<file path="src/rtl/rgb_sinp_word.sv">
// rgb_sinp_word -- WS2812-style one-wire NRZ decoder producing whole pixel words.
//
// The high time of each pulse codes one bit: long high = 1, short high = 0, and
// a high pulse that is too short is a glitch. A long constant line level, high
// or low, is a stream reset. Bits are assembled MSB first into BITS_PER_PIXEL
// words. Each word is queued in a small first-word-fall-through FIFO behind a
// valid/ready handshake.
//
// Ports
//   clk          system clock
//   rst_n        asynchronous active-low reset
//   sig          raw serial input, asynchronous to clk
//   pix_data     head-of-FIFO pixel word
//   pix_first    head word is the first word after reset / stream reset
//   pix_valid    head word is valid
//   pix_ready    consumer accepts head word when pix_valid && pix_ready
//   stream_reset one-cycle pulse when a stream reset is detected
//   bit_err      one-cycle pulse when a glitch (too-short high) is seen
//   overflow     one-cycle pulse when a completed word is dropped (FIFO full)
module rgb_sinp_word #(
  parameter int BITS_PER_PIXEL    = 24,
  parameter int COUNTER_MAX       = 5000,
  parameter int STREAM_RESET_CLKS = 4800,
  parameter int SAMPLE_TIME_CLKS  = 57,
  parameter int MIN_HIGH_CLKS     = 24,
  parameter int SYNC_STAGES       = 2,
  parameter int FIFO_DEPTH        = 4
) (
  input  logic                      clk,
  input  logic                      rst_n,
  input  logic                      sig,
  output logic [BITS_PER_PIXEL-1:0] pix_data,
  output logic                      pix_first,
  output logic                      pix_valid,
  input  logic                      pix_ready,
  output logic                      stream_reset,
  output logic                      bit_err,
  output logic                      overflow
);

  localparam int CW = $clog2(COUNTER_MAX + 1);
  localparam int BW = $clog2(BITS_PER_PIXEL + 1);
  localparam int AW = $clog2(FIFO_DEPTH);
  localparam int OW = AW + 1;

  typedef struct packed {
    logic                      first;
    logic [BITS_PER_PIXEL-1:0] data;
  } pix_word_t;

  typedef enum logic [1:0] {IDLE, HIGH, RESYNC, WAIT_LOW} state_t;

  // ---------------------------------------------------------------------------
  // Synchroniser and edge detection. The decoder works on a flopped copy of the
  // synchronised level (lvl) and compares it with its own delayed copy, so the
  // level, the edge strobes and the counter all come straight from flops.
  // ---------------------------------------------------------------------------
  logic [SYNC_STAGES-1:0] sync_q;
  logic                   lvl, lvl_d;
  logic                   rise, fall, lvl_edge;

  always_ff @(posedge clk or negedge rst_n) begin
    if (!rst_n) begin
      sync_q <= '0;
      lvl    <= 1'b0;
      lvl_d  <= 1'b0;
    end else begin
      sync_q <= {sync_q[SYNC_STAGES-2:0], sig};
      lvl    <= sync_q[SYNC_STAGES-1];
      lvl_d  <= lvl;
    end
  end

  assign rise     = lvl & ~lvl_d;
  assign fall     = ~lvl & lvl_d;
  assign lvl_edge = lvl ^ lvl_d;

  // ---------------------------------------------------------------------------
  // Level-time counter. On the cycle of an edge it holds the length of the
  // level that just ended, so on a fall it is exactly the high time.
  // ---------------------------------------------------------------------------
  logic [CW-1:0] cnt;

  always_ff @(posedge clk or negedge rst_n) begin
    if (!rst_n)                        cnt <= '0;
    else if (lvl_edge)                 cnt <= CW'(1);
    else if (cnt != CW'(COUNTER_MAX))  cnt <= cnt + CW'(1);
  end

  // The counter reaches the threshold on the next edge. It saturates above
  // the threshold, so one idle period gives only one hit.
  logic sr_hit;
  assign sr_hit = !lvl_edge && (cnt == CW'(STREAM_RESET_CLKS - 1));

  // ---------------------------------------------------------------------------
  // Bit decoder
  // ---------------------------------------------------------------------------
  state_t                    state;
  logic [BITS_PER_PIXEL-2:0] sreg;
  logic [BW-1:0]             bcnt;
  logic                      first_q;

  logic      glitch, take, bit_val, word_done;
  pix_word_t push_word;

  always_comb begin
    glitch    = (state == HIGH) && fall && (cnt < CW'(MIN_HIGH_CLKS));
    take      = (state == HIGH) && fall && !glitch;
    bit_val   = (cnt >= CW'(SAMPLE_TIME_CLKS));
    word_done = take && (bcnt == BW'(BITS_PER_PIXEL - 1));
    push_word       = '0;
    push_word.first = first_q;
    push_word.data  = {sreg, bit_val};
  end

  always_ff @(posedge clk or negedge rst_n) begin
    if (!rst_n) begin
      state        <= IDLE;
      sreg         <= '0;
      bcnt         <= '0;
      first_q      <= 1'b1;
      stream_reset <= 1'b0;
      bit_err      <= 1'b0;
    end else begin
      stream_reset <= sr_hit;
      bit_err      <= glitch;
      if (sr_hit) begin
        // A partial word is dropped. A line held high must fall before the
        // next bit can start.
        bcnt    <= '0;
        first_q <= 1'b1;
        state   <= lvl ? WAIT_LOW : IDLE;
      end else begin
        case (state)
          IDLE:     if (rise) state <= HIGH;
          HIGH: begin
            if (fall) begin
              if (glitch) begin
                sreg  <= '0;
                bcnt  <= '0;
                state <= RESYNC;
              end else begin
                sreg  <= {sreg[BITS_PER_PIXEL-3:0], bit_val};
                state <= IDLE;
                if (word_done) begin
                  bcnt    <= '0;
                  first_q <= 1'b0;
                end else begin
                  bcnt    <= bcnt + BW'(1);
                end
              end
            end
          end
          RESYNC:   ;  // only a stream reset leaves this state
          WAIT_LOW: if (fall) state <= IDLE;
          default:  state <= IDLE;
        endcase
      end
    end
  end

  // ---------------------------------------------------------------------------
  // Word FIFO, first-word-fall-through. When the FIFO is full, a push is still
  // taken if the head is popped in the same cycle.
  // ---------------------------------------------------------------------------
  pix_word_t     mem [FIFO_DEPTH];
  logic [AW-1:0] wr_ptr, rd_ptr;
  logic [OW-1:0] occ;
  logic          full, pop, push_ok, drop;

  assign full      = (occ == OW'(FIFO_DEPTH));
  assign pix_valid = (occ != '0);
  assign pop       = pix_valid && pix_ready;
  assign push_ok   = word_done && (!full || pop);
  assign drop      = word_done && full && !pop;

  always_ff @(posedge clk or negedge rst_n) begin
    if (!rst_n) begin
      for (int i = 0; i < FIFO_DEPTH; i++) mem[i] <= '0;
      wr_ptr   <= '0;
      rd_ptr   <= '0;
      occ      <= '0;
      overflow <= 1'b0;
    end else begin
      overflow <= drop;
      if (push_ok) begin
        mem[wr_ptr] <= push_word;
        wr_ptr      <= wr_ptr + AW'(1);
      end
      if (pop) rd_ptr <= rd_ptr + AW'(1);
      case ({push_ok, pop})
        2'b10:   occ <= occ + OW'(1);
        2'b01:   occ <= occ - OW'(1);
        default: ;
      endcase
    end
  end

  assign pix_data  = mem[rd_ptr].data;
  assign pix_first = mem[rd_ptr].first;

endmodule

</file>
<file path="config.mk">
export PLATFORM = sky130hd
export DESIGN_NAME = rgb_sinp_word
export DESIGN_NICKNAME = d
export VERILOG_FILES = /design/src/rtl/rgb_sinp_word.sv
export SDC_FILE = /design/constraint.sdc
export NUM_CORES = 1
export LEC_CHECK = 0
export ABC_AREA = 1
export CAP_MARGIN = 20
export CORE_MARGIN = 2
export CORE_UTILIZATION = 40
export CTS_CLUSTER_SIZE = 16
export DETAILED_ROUTE_END_ITERATION = 10
export HOLD_SLACK_MARGIN = 0.03
export PLACE_DENSITY = 0.56
export SLEW_MARGIN = 10
export SYNTH_ARGS = -nofsm -noshare
export SYNTH_HDL_FRONTEND = slang
export SYNTH_SLANG_ARGS = --single-unit
export TNS_END_PERCENT = 30
</file>
<file path="constraint.sdc">
create_clock -name clk -period 2.28 [get_ports clk]
set_clock_uncertainty 0.05 [all_clocks]
set_input_delay 0.228 -clock clk [delete_from_list [all_inputs] [get_ports clk]]
set_output_delay 0.228 -clock clk [all_outputs]
set_load 0.02 [all_outputs]
</file>
## Yosys cells after proc, flatten, opt, wreduce, memory -nomap -nowiden

Index checks and enable logic that the tools add are counted.

| word-level totals | value |
|---|---|
| bits in registers | 158 |
| output and inout bits | 29 |

| operators by class | value |
|---|---|
| eq/ne operators | 12 |
| bitwise operators | 8 |
| multiplexer cells | 27 |
| reduce and logical (&&, ||, !) cells | 27 |
| add/subtract/negate cells | 6 |
| $lt $le $gt $ge | 5 |

Operator list:

| operator | number |
|---|---|
| 100-bit bitwise mux | 1 |
| 25-bit two-way mux | 3 |
| 25-bit binary-select mux with 2-bit select | 1 |
| 25-bit demux with 2-bit select | 1 |
| 13-bit two-way mux | 2 |
| 5-bit two-way mux | 5 |
| 23-bit two-way mux | 1 |
| 13-bit by 1-bit adder with 13-bit output, second input constant | 1 |
| 13-bit equality test, second input constant | 1 |
| 13-bit by 6-bit >= comparator with 1-bit output, second input constant | 1 |
| 13-bit by 5-bit less-than comparator with 1-bit output, second input constant | 1 |
| 13-bit != test, second input constant | 1 |
| 2-bit two-way mux | 6 |
| 1-bit logical AND | 10 |
| 2-bit nonzero test | 5 |
| 3-bit != test, second input constant | 3 |
| 4-bit AND reduction | 2 |
| 3-bit >= comparator, second input constant | 2 |
| 2-bit NOT with 3-bit output | 2 |
| 2-bit case mux with 3 select lines | 1 |
| 3-bit case mux with 2 select lines | 1 |
| 5-bit by 1-bit adder with 5-bit output, second input constant | 1 |
| 5-bit equality test, second input constant | 1 |
| 1-bit two-way mux | 5 |
| other kinds (18) | 27 |

## Depth between registers and ports, before layout

Gate-level depths: netlist of run 1.

| depth | value |
|---|---|
| depth in word-level cells | 12 |
| depth in mapped cells | 12 |

## Worst setup path before layout of run 1

No wires, ideal clock.

| path | value |
|---|---|
| path kind | register to register |
| from | reg state[0] |
| to | reg occ[2] |
| slack | 0.034 ns |
| stages on the path, launching flop included | 11 |
| clock period less this slack | 2.246 ns |
| setup time | 0.131 ns |
| arrival time | 2.065 ns |
| cell sequence | dfrtp_1 ha_1 nand2_1 clkinv_4 nand4_4 ha_1 inv_1 fa_1 a21oi_1 o21ai_0 xor2_1 |

| between the ends | value |
|---|---|
| longest elaborated chain between the ends | 9 |

Ends and longest elaborated chain:

| what | line | text |
|---|---|---|
| from (decl) | 98 | `state_t state;` |
| from (signal assigned) | 132 | `state <= lvl ? WAIT_LOW : IDLE;` |
| 2-bit by 1-bit equality test with 1-bit output * | 107, 108 |  |
| 1-bit logical AND * | 107, 108 |  |
| 1-bit logical AND | 107 | `glitch = (state == HIGH) && fall && (cnt < CW'(MIN_HIGH_CLKS));` |
| 1-bit zero test | 108 | `take = (state == HIGH) && fall && !glitch;` |
| 1-bit logical AND * | 108 |  |
| 1-bit logical AND * | 110 | `word_done = take && (bcnt == BW'(BITS_PER_PIXEL - 1));` |
| 1-bit logical AND * | 174 | `assign push_ok = word_done && (!full \|\| pop);` |
| 2-bit by 1-bit equality test with 1-bit output / 2-bit equality test (equally long branches) | 191 | `case ({push_ok, pop})` |
| 3-bit case mux with 2 select lines / 2-bit nonzero test (equally long branches) | n/a |  |
| to (signal assigned) | 192 | `2'b10: occ <= occ + OW'(1);` |
| to (signal assigned) | 193 | `2'b01: occ <= occ - OW'(1);` |
| to (decl) | 168 | `logic [OW-1:0] occ;` |

Every way passes the cells marked *; elsewhere a longest branch is shown, timed or not.
A chain may end at the register's enable or synchronous reset.

## Worst setup path after layout of run 1

| path | value |
|---|---|
| from | reg rd_ptr[0] |
| to | out pix_data[23] |

| between the ends | value |
|---|---|
| longest elaborated chain between the ends | 4 |

Ends and longest elaborated chain:

| what | line | text |
|---|---|---|
| from (decl) | 167 | `logic [AW-1:0] wr_ptr, rd_ptr;` |
| from (signal assigned) | 190 | `if (pop) rd_ptr <= rd_ptr + AW'(1);` |
| 2-bit NOT with 3-bit output (implied by the code) | 199 | `assign pix_data = mem[rd_ptr].data;` |
| 25-bit binary-select mux with 2-bit select | 199 |  |
| 25-bit two-way mux (2 in series) | n/a |  |
| to (decl) | 32 | `output logic [BITS_PER_PIXEL-1:0] pix_data,` |

No other way between the ends. The select of a mux whose other input is x is not followed.

==> impl_metrics.csv, run 1 <==
group,metric,value,unit
layout,num-nets-final,947,
min_path,hold_path.class,"in -> reg",
grt,grt_util_all_layers,19.42,%
sta,fin_crit,2.165,ns
sta,rsz0062_at_grt,"no",
route,via_per_inst,5.004,
power,seqPwrFrac,33.2,%
clock_network,path_clk_slew,0.06,ns
die,start_util,40.96,%
synth,synthAdderAreaFrac,2.644,%
layout,drive_above_1_share,9.352,%
grt,grt_pass1_wl,30100,um
die,row_count,49,
power,ir_drop,0.5853,mV
synth,avgSynthCellArea,8.362,um^2
grt,grt_max_degree,56,
clock_network,clk_path_buf_depth,2,
synth,synthSimpleGateAreaFrac,26.50,%
job,max-cap-violations,0,
synth,ys_seq_elements,158,
clock_network,cts_sinks,158,
synth,synth_cell_type_count,32,
setup_path,cp_max_fo,46,
setup_path,required,2.00,ns
route,routed_wirelength,17710,um
placed_design,post-place-ws,0.1073,ns
synth,synth_compound_area_share,9.592,%
layout,seqCellArea,0.003955,mm^2
sta,report.final.setup_viol,0,
route,wl_per_cell,15.13,um
route,vias,5855,
sta,finalHoldViolCount,0,
sta,max_freq,461.9,MHz
setup_path,critPathMaxStageDelay,0.41,ns
sta,maxSlewViolCount,0,
clock_network,cts_tree,"done",
clock_network,clk_latency,0.43,ns
placed_design,dp_hpwl,10820,um
die,die_h,139.9,um
synth,synth_xor_area_share,0.7117,%
setup_path,path_buf_inv,3,
setup_path,critPathKind,"reg -> out",
setup_path,slowest_stage,"dfrtp_1",
sta,setup-tns-final,0,ns
route,drtAntennaViolNets,0,
layout,syn_to_final_growth,17.54,%
die,coreArea,0.01802,mm^2
clock_network,tritoncts.num_buffers,17,
synth,synth_top_family_by_area,"simple AND/OR/NAND/NOR gates",
grt,grt_pass1_vias,5794,
sta,tightest_slew,0.5391,ns
route,drtIter0Drc,409,
synth,yosysWarnings,0,
die,die_area,0.01956,mm^2
placed_design,place_area,0.008006,mm^2
clock_network,htreeDepth,4,
placed_design,portBuffers,32,
die,die_w,139.9,um
setup_path,startpoint_type,"register",
power,power.share.switching,33.21,%
power,combinationalPowerShare,29.8,%
setup_path,crit_chain,"inv_1, buf_12, o21ai_0, o22ai_1, dlygate4sd2_1",
layout,fillers,1789,
sta,min_period_over_period,94.95,%
synth,synthesis.nets,902,
layout,final_common_cell,"nand2_1",
synth,syn_inst,883,
setup_path,cp_top_family,"buffers and inverters",
layout,multiInputGateArea,0.002919,mm^2
route,drc_errors,0,
layout,diodes,0,
layout,final_cell_area,0.008678,mm^2
grt,grt_antenna_before_repair,0,
route,dr.pass1.iters,4,
power,power_density,1023,mW/mm^2
power,p_sw,2.948,mW
die,ios,33,
synth,synth_area,0.007383,mm^2
outcome,outcome,"complete, no violations",
power,power_frac_clock,37.0,%
sta,slew-limit-headroom,64.06,%
grt,overflow,0,
placed_design,gp_congestion,0.8359,
clock_network,cts-root-buf,"clkbuf_16",
setup_path,cp.arrival,1.89,ns
synth,seq_area_frac_synth,53.57,%
power,p_leak,4.550,nW
synth,muxShareOfSynthArea,0,%
setup_path,endpoint_kind,"primary output",
sta,setup_slack,0.1151,ns
power,cell_internal_pwr,5.930,mW
layout,final_cell_mix,"nand2_1, dfrtp_1, nor2_1",
## power groups by stage
| stage | logic, mW | registers, mW | clock network, mW |
|---|---|---|---|
| after floorplan | 1.61 | 3.00 | 0 |
| after global placement | 2.86 | 3.00 | 0 |
| after detailed placement | 2.85 | 3.00 | 0 |
| after CTS | 2.65 | 2.95 | 3.34 |
| after global routing | 2.92 | 2.96 | 3.46 |
| final | 2.64 | 2.95 | 3.29 |
## registers in the layout (all words and copies together), names as in the netlist
name and cells:
bit_err 1, wr_ptr 2, first_q 1, state 2, sreg 23, stream_reset 1, lvl 1, rd_ptr 2
overflow 1, lvl_d 1, cnt 13, sync_q 2, mem 100, occ 3, bcnt 5
## layer usage
metal  up-vias  share of wire (%)  global-route usage, %
met5         -                  0                      0
met4         0                1.1                  5.421
met3        14                3.8                  4.370
met2       101                 46                  30.68
met1      2838                 49                  27.05
li1       2902                  -                      -
## area by class of cell
class	count	area share [%]
inverter	67	2.970
sequential	158	45.57
multi-input combinational	622	33.64
timing repair buffer	62	6.704
clock buffer	19	5.104
tap	229	3.302
clock inverter	13	2.711
## cells in the mapped netlist
cell | n | area, um^2
clkbuf_1 | 16 | 60.06
dfstp_2 | 1 | 26.28
nand2_1 | 349 | 1310
nor3_1 | 8 | 40.04
nor2_1 | 81 | 304.0
fa_1 | 1 | 20.02
nand2_2 | 1 | 6.260
nor2_2 | 1 | 6.260
a21oi_1 | 15 | 75.07
xnor2_1 | 1 | 8.760
nand4_4 | 1 | 21.27
nand3_2 | 1 | 10.01
buf_6 | 16 | 180.2
nand2_4 | 4 | 45.04
clkinv_2 | 1 | 5.000
nor2_8 | 1 | 20.02
clkinv_4 | 1 | 8.760
dfrtp_1 | 157 | 3929
o22ai_1 | 47 | 294.0
buf_1 | 2 | 7.510
xor2_1 | 5 | 43.79
inv_2 | 5 | 18.77
inv_1 | 60 | 225.2
o21ai_0 | 66 | 330.3
nand3_1 | 12 | 60.06
ha_1 | 14 | 175.2
nand3b_1 | 4 | 30.03
o221ai_1 | 1 | 8.760
buf_2 | 2 | 10.01
nor2_4 | 5 | 56.30
nand3_4 | 2 | 35.03
nand4_1 | 2 | 12.51
## final timing paths
| check | to | slack [ns] | from | depth (start not counted) |
|---|---|---|---|---|
| worst max-delay path | pix_data[23] | 0.12 | rd_ptr[0]$_DFFE_PN0P_ | 5 |
| worst min-delay path | sync_q[0]$_DFF_PN0_ | 0.19 | sig | 1 |
| worst max register to register | occ[2]$_DFFE_PN0P_ | 0.18 | bcnt[1]$_DFFE_PN0P_ | 12 |
| worst min register to register | lvl$_DFF_PN0_ | 0.30 | sync_q[1]$_DFF_PN0_ | 0 |
| max in group asynchronous | first_q$_DFFE_PN1P_ | 1.15 | rst_n | 3 |
| min in group asynchronous | mem[8]$_DFFE_PN0P_ | 0.27 | rst_n | 2 |
## repair_timing
item	CTS	global route
buffers inserted	0	1
setup endpoints to repair	25	3
hold buffers	1	0
resized for setup	26	6
cloned	0	0
hold endpoints to repair	51	0
## stage by stage
stage	instances	hold WS, ns	power (mW)	util [%]
floorplan	883	-0.1176	4.611	-
global placement	1136	0.1762	5.857	44.42
detailed placement	1136	0.1805	5.850	44.42
CTS	1169	0.1742	8.945	48.08
global route	1170	0.1886	9.342	48.15
finish	1170	0.1888	8.878	48.15
## kinds of logic (layout without fill, tap and decap cells)
family,count (synthesis),count (layout)
xor gates and xnor gates,6,6
adders and majority gates,15,15
and+or+nand+nor,472,472
DFF,158,158
buffers and inverters,103,161
AOI/OAI and AO/OA,129,129
## worst reg2reg max path, stage by stage (launching register included)
cell	delay, ns
dfrtp_1	0.40
ha_1	0.20
nand2_1	0.10
inv_2	0.05
nand3_2	0.08
clkinv_2	0.10
nand4_4	0.10
ha_1	0.14
inv_1	0.07
fa_2	0.35
a21oi_2	0.13
o21ai_1	0.08
xor2_1	0.14
(Power assumes the default switching activity.)
==> inputs of run 2 (changes only) <==
- CTS_BUF_LIST: default -> sky130_fd_sc_hd__clkbuf_16
- PLACE_DENSITY: 0.56 -> 0.68
==> run 2 against run 1 <==
Routed wire length decreased by 3.9%. Critical endpoint is now pix_data[2]. Via count shrank 0.31%. Total power decreased by 6.6%. Largest power group is now registers. Sequential cell count unchanged. Largest cell class unchanged.
==> impl_metrics.csv, run 2 (same netlist as run 1, synthesis figures left out) <==
group,metric,value,unit
outcome,outcome,"complete, no violations",
route,drtAntennaViolNets,0,
clock_network,cts_tree,"done",
clock_network,postCtsSetupBuffers,0,
layout,utilization,47.36,%
setup_path,critPathMaxStageDelay,0.41,ns
route,wl_per_cell,14.61,um
layout,num-nets-final,941,
setup_path,worstRegToRegCells,11,
power,ir_drop,0.6083,mV
die,row_count,49,
grt,overflow,0,
route,highest_layer,"met4",
layout,largest_register,"mem",
sta,min_period_over_period,97.25,%
placed_design,post-place-ws,0.01651,ns
power,p_leak,4.489,nW
layout,syn_to_final_growth,15.61,%
layout,largest_reg_flops,100,
sta,setup_slack,0.06273,ns
route,routed_wirelength,17010,um
clock_network,tritoncts.num_buffers,17,
min_path,hold_path.class,"in -> reg",
route,dr.pass1.iters,5,
placed_design,gp_congestion,0.8519,
setup_path,cp_max_fo,50,
layout,final_common_cell,"nand2_1",
clock_network,cts_sinks,158,
die,start_util,40.96,%
setup_path,cp_top_family,"buffers and inverters",
die,die_area,0.01956,mm^2
clock_network,cts-root-buf,"clkbuf_16",
layout,seqCellArea,0.003955,mm^2
die,ios,33,
sta,tightest_slew,0.5833,ns
layout,drive_above_1_share,8.663,%
grt,grt_util_all_layers,18.47,%
die,die_w,139.9,um
setup_path,required,2.00,ns
route,via_per_inst,5.015,
sta,setup-tns-final,0,ns
grt,grt_antenna_before_repair,0,
route,wl_met3,654,um
placed_design,portBuffers,32,
setup_path,endpoint_kind,"primary output",
route,met1_length,7732,um
power,power_density,971.6,mW/mm^2
setup_path,critPathKind,"reg -> out",
sta,fin_crit,2.217,ns
layout,fillers,1749,
sta,max_freq,451.0,MHz
clock_network,clk_latency,0.43,ns
die,coreArea,0.01802,mm^2
route,drc_errors,0,
setup_path,cp.arrival,1.94,ns
clock_network,clk_path_buf_depth,2,
placed_design,dp_hpwl,10360,um
min_path,whs_path_depth,1,
layout,diodes,0,
die,die_h,139.9,um
layout,largest_registers,"mem: 100 flops, sreg: 23 flops, cnt: 13 flops",
sta,slew-limit-headroom,61.11,%
grt,grt_max_degree,61,
sta,report.final.setup_viol,0,
layout,final_cell_mix,"nand2_1, dfrtp_1, nor2_1",
route,met2WireLength,8380,um
sta,finalHoldViolCount,0,
route,drtIter0Drc,347,
setup_path,crit_chain,"inv_1, buf_12, o21ai_0, o22ai_1, clkdlybuf4s15_1",
sta,rsz0062_at_grt,"no",
setup_path,slowest_stage,"dfrtp_1",
grt,grt_pass1_wl,28740,um
sta,maxSlewViolCount,0,
setup_path,path_buf_inv,3,
layout,multiInputGateArea,0.002919,mm^2
grt,grt_pass1_vias,5677,
setup_path,cp_num_cells,5,
route,vias,5837,
clock_network,path_clk_slew,0.06,ns
clock_network,htreeDepth,4,
job,max-cap-violations,0,
setup_path,startpoint_type,"register",
run 2: path summary, 6_finish.rpt:
path                                        from                   to  slack [ns]
max                        rd_ptr[0]$_DFFE_PN0P_          pix_data[2]        0.06
min                                          sig  sync_q[0]$_DFF_PN0_        0.19
max reg2reg                  cnt[11]$_DFFE_PN0P_   occ[2]$_DFFE_PN0P_        0.12
min reg2reg                  sync_q[0]$_DFF_PN0_  sync_q[1]$_DFF_PN0_        0.31
max in group asynchronous                  rst_n  first_q$_DFFE_PN1P_        1.12
min in group asynchronous                  rst_n   mem[8]$_DFFE_PN0P_        0.28
run 2: timing repair:
| action | 4_1_cts | 5_1_grt |
|---|---|---|
| hold buffers | 1 | 0 |
| setup endpoints to repair | 25 | 3 |
| resized for setup | 25 | 8 |
| endpoints found under the hold margin | 55 | 0 |
run 2: power by group:
part	internal, mW	switching, mW
Combinational	0.919	1.66
Sequential	2.89	0.0600
Clock	1.61	1.16
Total	5.42	2.88
run 2: cell type report:
cell class / instances / share of cell area [%]
inverter: 67 / 3.034
clock inverter: 15 / 1.700
clock buffer: 17 / 4.984
sequential: 158 / 46.34
tap: 229 / 3.357
multi-input combinational: 622 / 34.20
timing repair buffer: 56 / 6.391
run 2: stage by stage:
step | cells | cell area, um^2 | power, mW | hold slack (ns)
floorplan | 883 | 7383 | 4.611 | -0.1176
global placement | 1131 | 7981 | 5.771 | 0.2016
detailed placement | 1131 | 7981 | 5.796 | 0.1934
CTS | 1164 | 8531 | 8.360 | 0.1722
global route | 1164 | 8536 | 8.734 | 0.1826
finish | 1164 | 8536 | 8.293 | 0.1932
run 2: layer usage:
metal / vias to the layer above / global-route usage, %
met5: - / 0
met4: 0 / 5.895
met3: 19 / 3.579
met2: 110 / 30.32
met1: 2806 / 24.81
li1: 2902 / -
==> inputs of run 3 (changes only) <==
- CTS_CLUSTER_SIZE: 16 -> 30
- SETUP_SLACK_MARGIN: default -> 0.05
==> run 3 against run 2 <==
Combinational power about the same. Register-to-register slack improved by 0.04 ns. Clock power fell by 4%. Core utilization decreased by 0.090 points. Maximum frequency is 0.34% higher. Sequential share of layout area up 0.088 points. Routed wire length about the same. Die area did not move. Sequential power about the same. Largest cell class unchanged. Final area is 0.19% lower. Sequential cell count is the same. Total power is 1.2% lower. Highest routed layer unchanged.
==> impl_metrics.csv, run 3 (same netlist as run 1, synthesis figures left out) <==
group,metric,value,unit
layout,num-nets-final,936,
clock_network,cts_tree,"done",
layout,largest_reg_flops,100,
clock_network,htreeDepth,4,
setup_path,required,2.00,ns
setup_path,cp.arrival,1.93,ns
sta,fin_crit,2.210,ns
setup_path,critPathKind,"reg -> out",
grt,grt_pass1_vias,5715,
setup_path,endpoint_kind,"primary output",
placed_design,gp_congestion,0.8502,
route,dr.pass1.iters,5,
power,p_sw,2.892,mW
power,ir_drop,0.6327,mV
die,start_util,40.96,%
power,power.share.switching,35.28,%
placed_design,dp_hpwl,10340,um
placed_design,portBuffers,32,
layout,drive_above_1_share,8.065,%
clock_network,tritoncts.num_buffers,17,
route,drtIter0Drc,339,
power,p_leak,4.463,nW
sta,finalHoldViolCount,0,
die,die_area,0.01956,mm^2
route,drc_errors,0,
power,combinationalPowerShare,31.6,%
clock_network,cts_sinks,158,
die,coreArea,0.01802,mm^2
layout,final_cell_mix,"nand2_1, dfrtp_1, nor2_1",
layout,largest_registers,"mem: 100 flops, sreg: 23 flops, cnt: 13 flops",
route,via_per_inst,5.028,
power,seqPwrFrac,36.1,%
sta,slew-limit-headroom,61.80,%
sta,setup_slack,0.07026,ns
clock_network,clk_latency,0.43,ns
grt,overflow,0,
setup_path,cp_max_fo,38,
power,power_frac_clock,32.3,%
grt,met3_usage,3.716,%
grt,met1_usage,25.69,%
setup_path,r2r_slack,0.16,ns
grt,busiest_layer,"met2",
sta,tightest_slew,0.5730,ns
layout,syn_to_final_growth,15.39,%
min_path,hold_path.class,"in -> reg",
sta,max_freq,452.5,MHz
die,die_w,139.9,um
grt,grt_antenna_before_repair,0,
route,routed_wirelength,17000,um
sta,maxSlewViolCount,0,
route,drtAntennaViolNets,0,
power,power_density,962.1,mW/mm^2
clock_network,cts-root-buf,"clkbuf_16",
power,cell_internal_pwr,5.305,mW
die,ios,33,
layout,diodes,0,
grt,grt_util_all_layers,18.51,%
clock_network,clk_path_buf_depth,2,
layout,final_common_cell,"nand2_1",
route,wl_per_cell,14.66,um
placed_design,post-place-ws,0.04140,ns
layout,largest_register,"mem",
sta,report.final.setup_viol,0,
grt,grt_max_degree,60,
sta,rsz0062_at_grt,"yes",
setup_path,startpoint_type,"register",
grt,grt_pass1_wl,29010,um
die,die_h,139.9,um
sta,setup-tns-final,0,ns
clock_network,path_clk_slew,0.06,ns
grt,gr-usage-met2,29.68,%
outcome,outcome,"complete, no violations",
die,row_count,49,
job,max-cap-violations,0,
route,vias,5828,
sta,min_period_over_period,96.92,%
-- run 3: worst paths after layout --
check	startpoint	to	depth (start not counted)
worst max register to register	bcnt[0]$_DFFE_PN0P_	occ[2]$_DFFE_PN0P_	12
worst min-delay path	sig	sync_q[0]$_DFF_PN0_	1
min in group asynchronous	rst_n	mem[9]$_DFFE_PN0P_	2
worst max-delay path	rd_ptr[0]$_DFFE_PN0P_	pix_data[3]	5
max in group asynchronous	rst_n	first_q$_DFFE_PN1P_	3
worst min register to register	sync_q[0]$_DFF_PN0_	sync_q[1]$_DFF_PN0_	0
-- run 3: cell type report --
type	instances	area, um^2
multi-input combinational	622	2928
fill	1781	9505
sequential	158	3955
clock buffer	17	425.4
inverter	67	261.5
timing repair buffer	51	544.3
tap	229	286.5
clock inverter	15	118.9
-- run 3: critical path: stages, from the launching register on --
cell           delay, ns
dfrtp_1             0.40
inv_1               0.12
buf_12              0.21
o21ai_0             0.10
o22ai_1             0.27
dlygate4sd2_1       0.38
-- run 3: metal layers --
layer / wire length, um / up-vias
met2: 7970 / 109
met1: 8140 / 2822
met5: 0 / -
li1: - / 2882
met4: 189 / 0
met3: 694 / 15
-- run 3: metrics by stage --
step           hold WS, ns  cell area, um^2  power [mW]  instances  util (%)
6_report            0.1887             8519       8.197       1159     47.27
5_1_grt             0.1809             8519       8.640       1159     47.27
4_1_cts             0.1763             8511       8.268       1159     47.22
3_5_place_dp        0.2025             7984       5.818       1126     44.29
3_3_place_gp        0.2061             7984       5.794       1126     44.29
2_1_floorplan      -0.1176             7386       4.614        883         -
-- run 3: power by group through the flow --
stage,clock network [mW],logic (mW),registers (mW)
2_1_floorplan,0,1.62,3.00
3_3_place_gp,0,2.79,3.00
3_5_place_dp,0,2.81,3.01
4_1_cts,2.71,2.61,2.96
5_1_grt,2.81,2.86,2.97
6_report,2.65,2.59,2.96
-- run 3: repair_timing --
item / in CTS / in global routing
hold endpoints to repair: 56 / 0
hold buffers: 1 / 0
setup buffers: 0 / 0
setup endpoints to repair: 26 / 5
gates resized for setup: 27 / 6
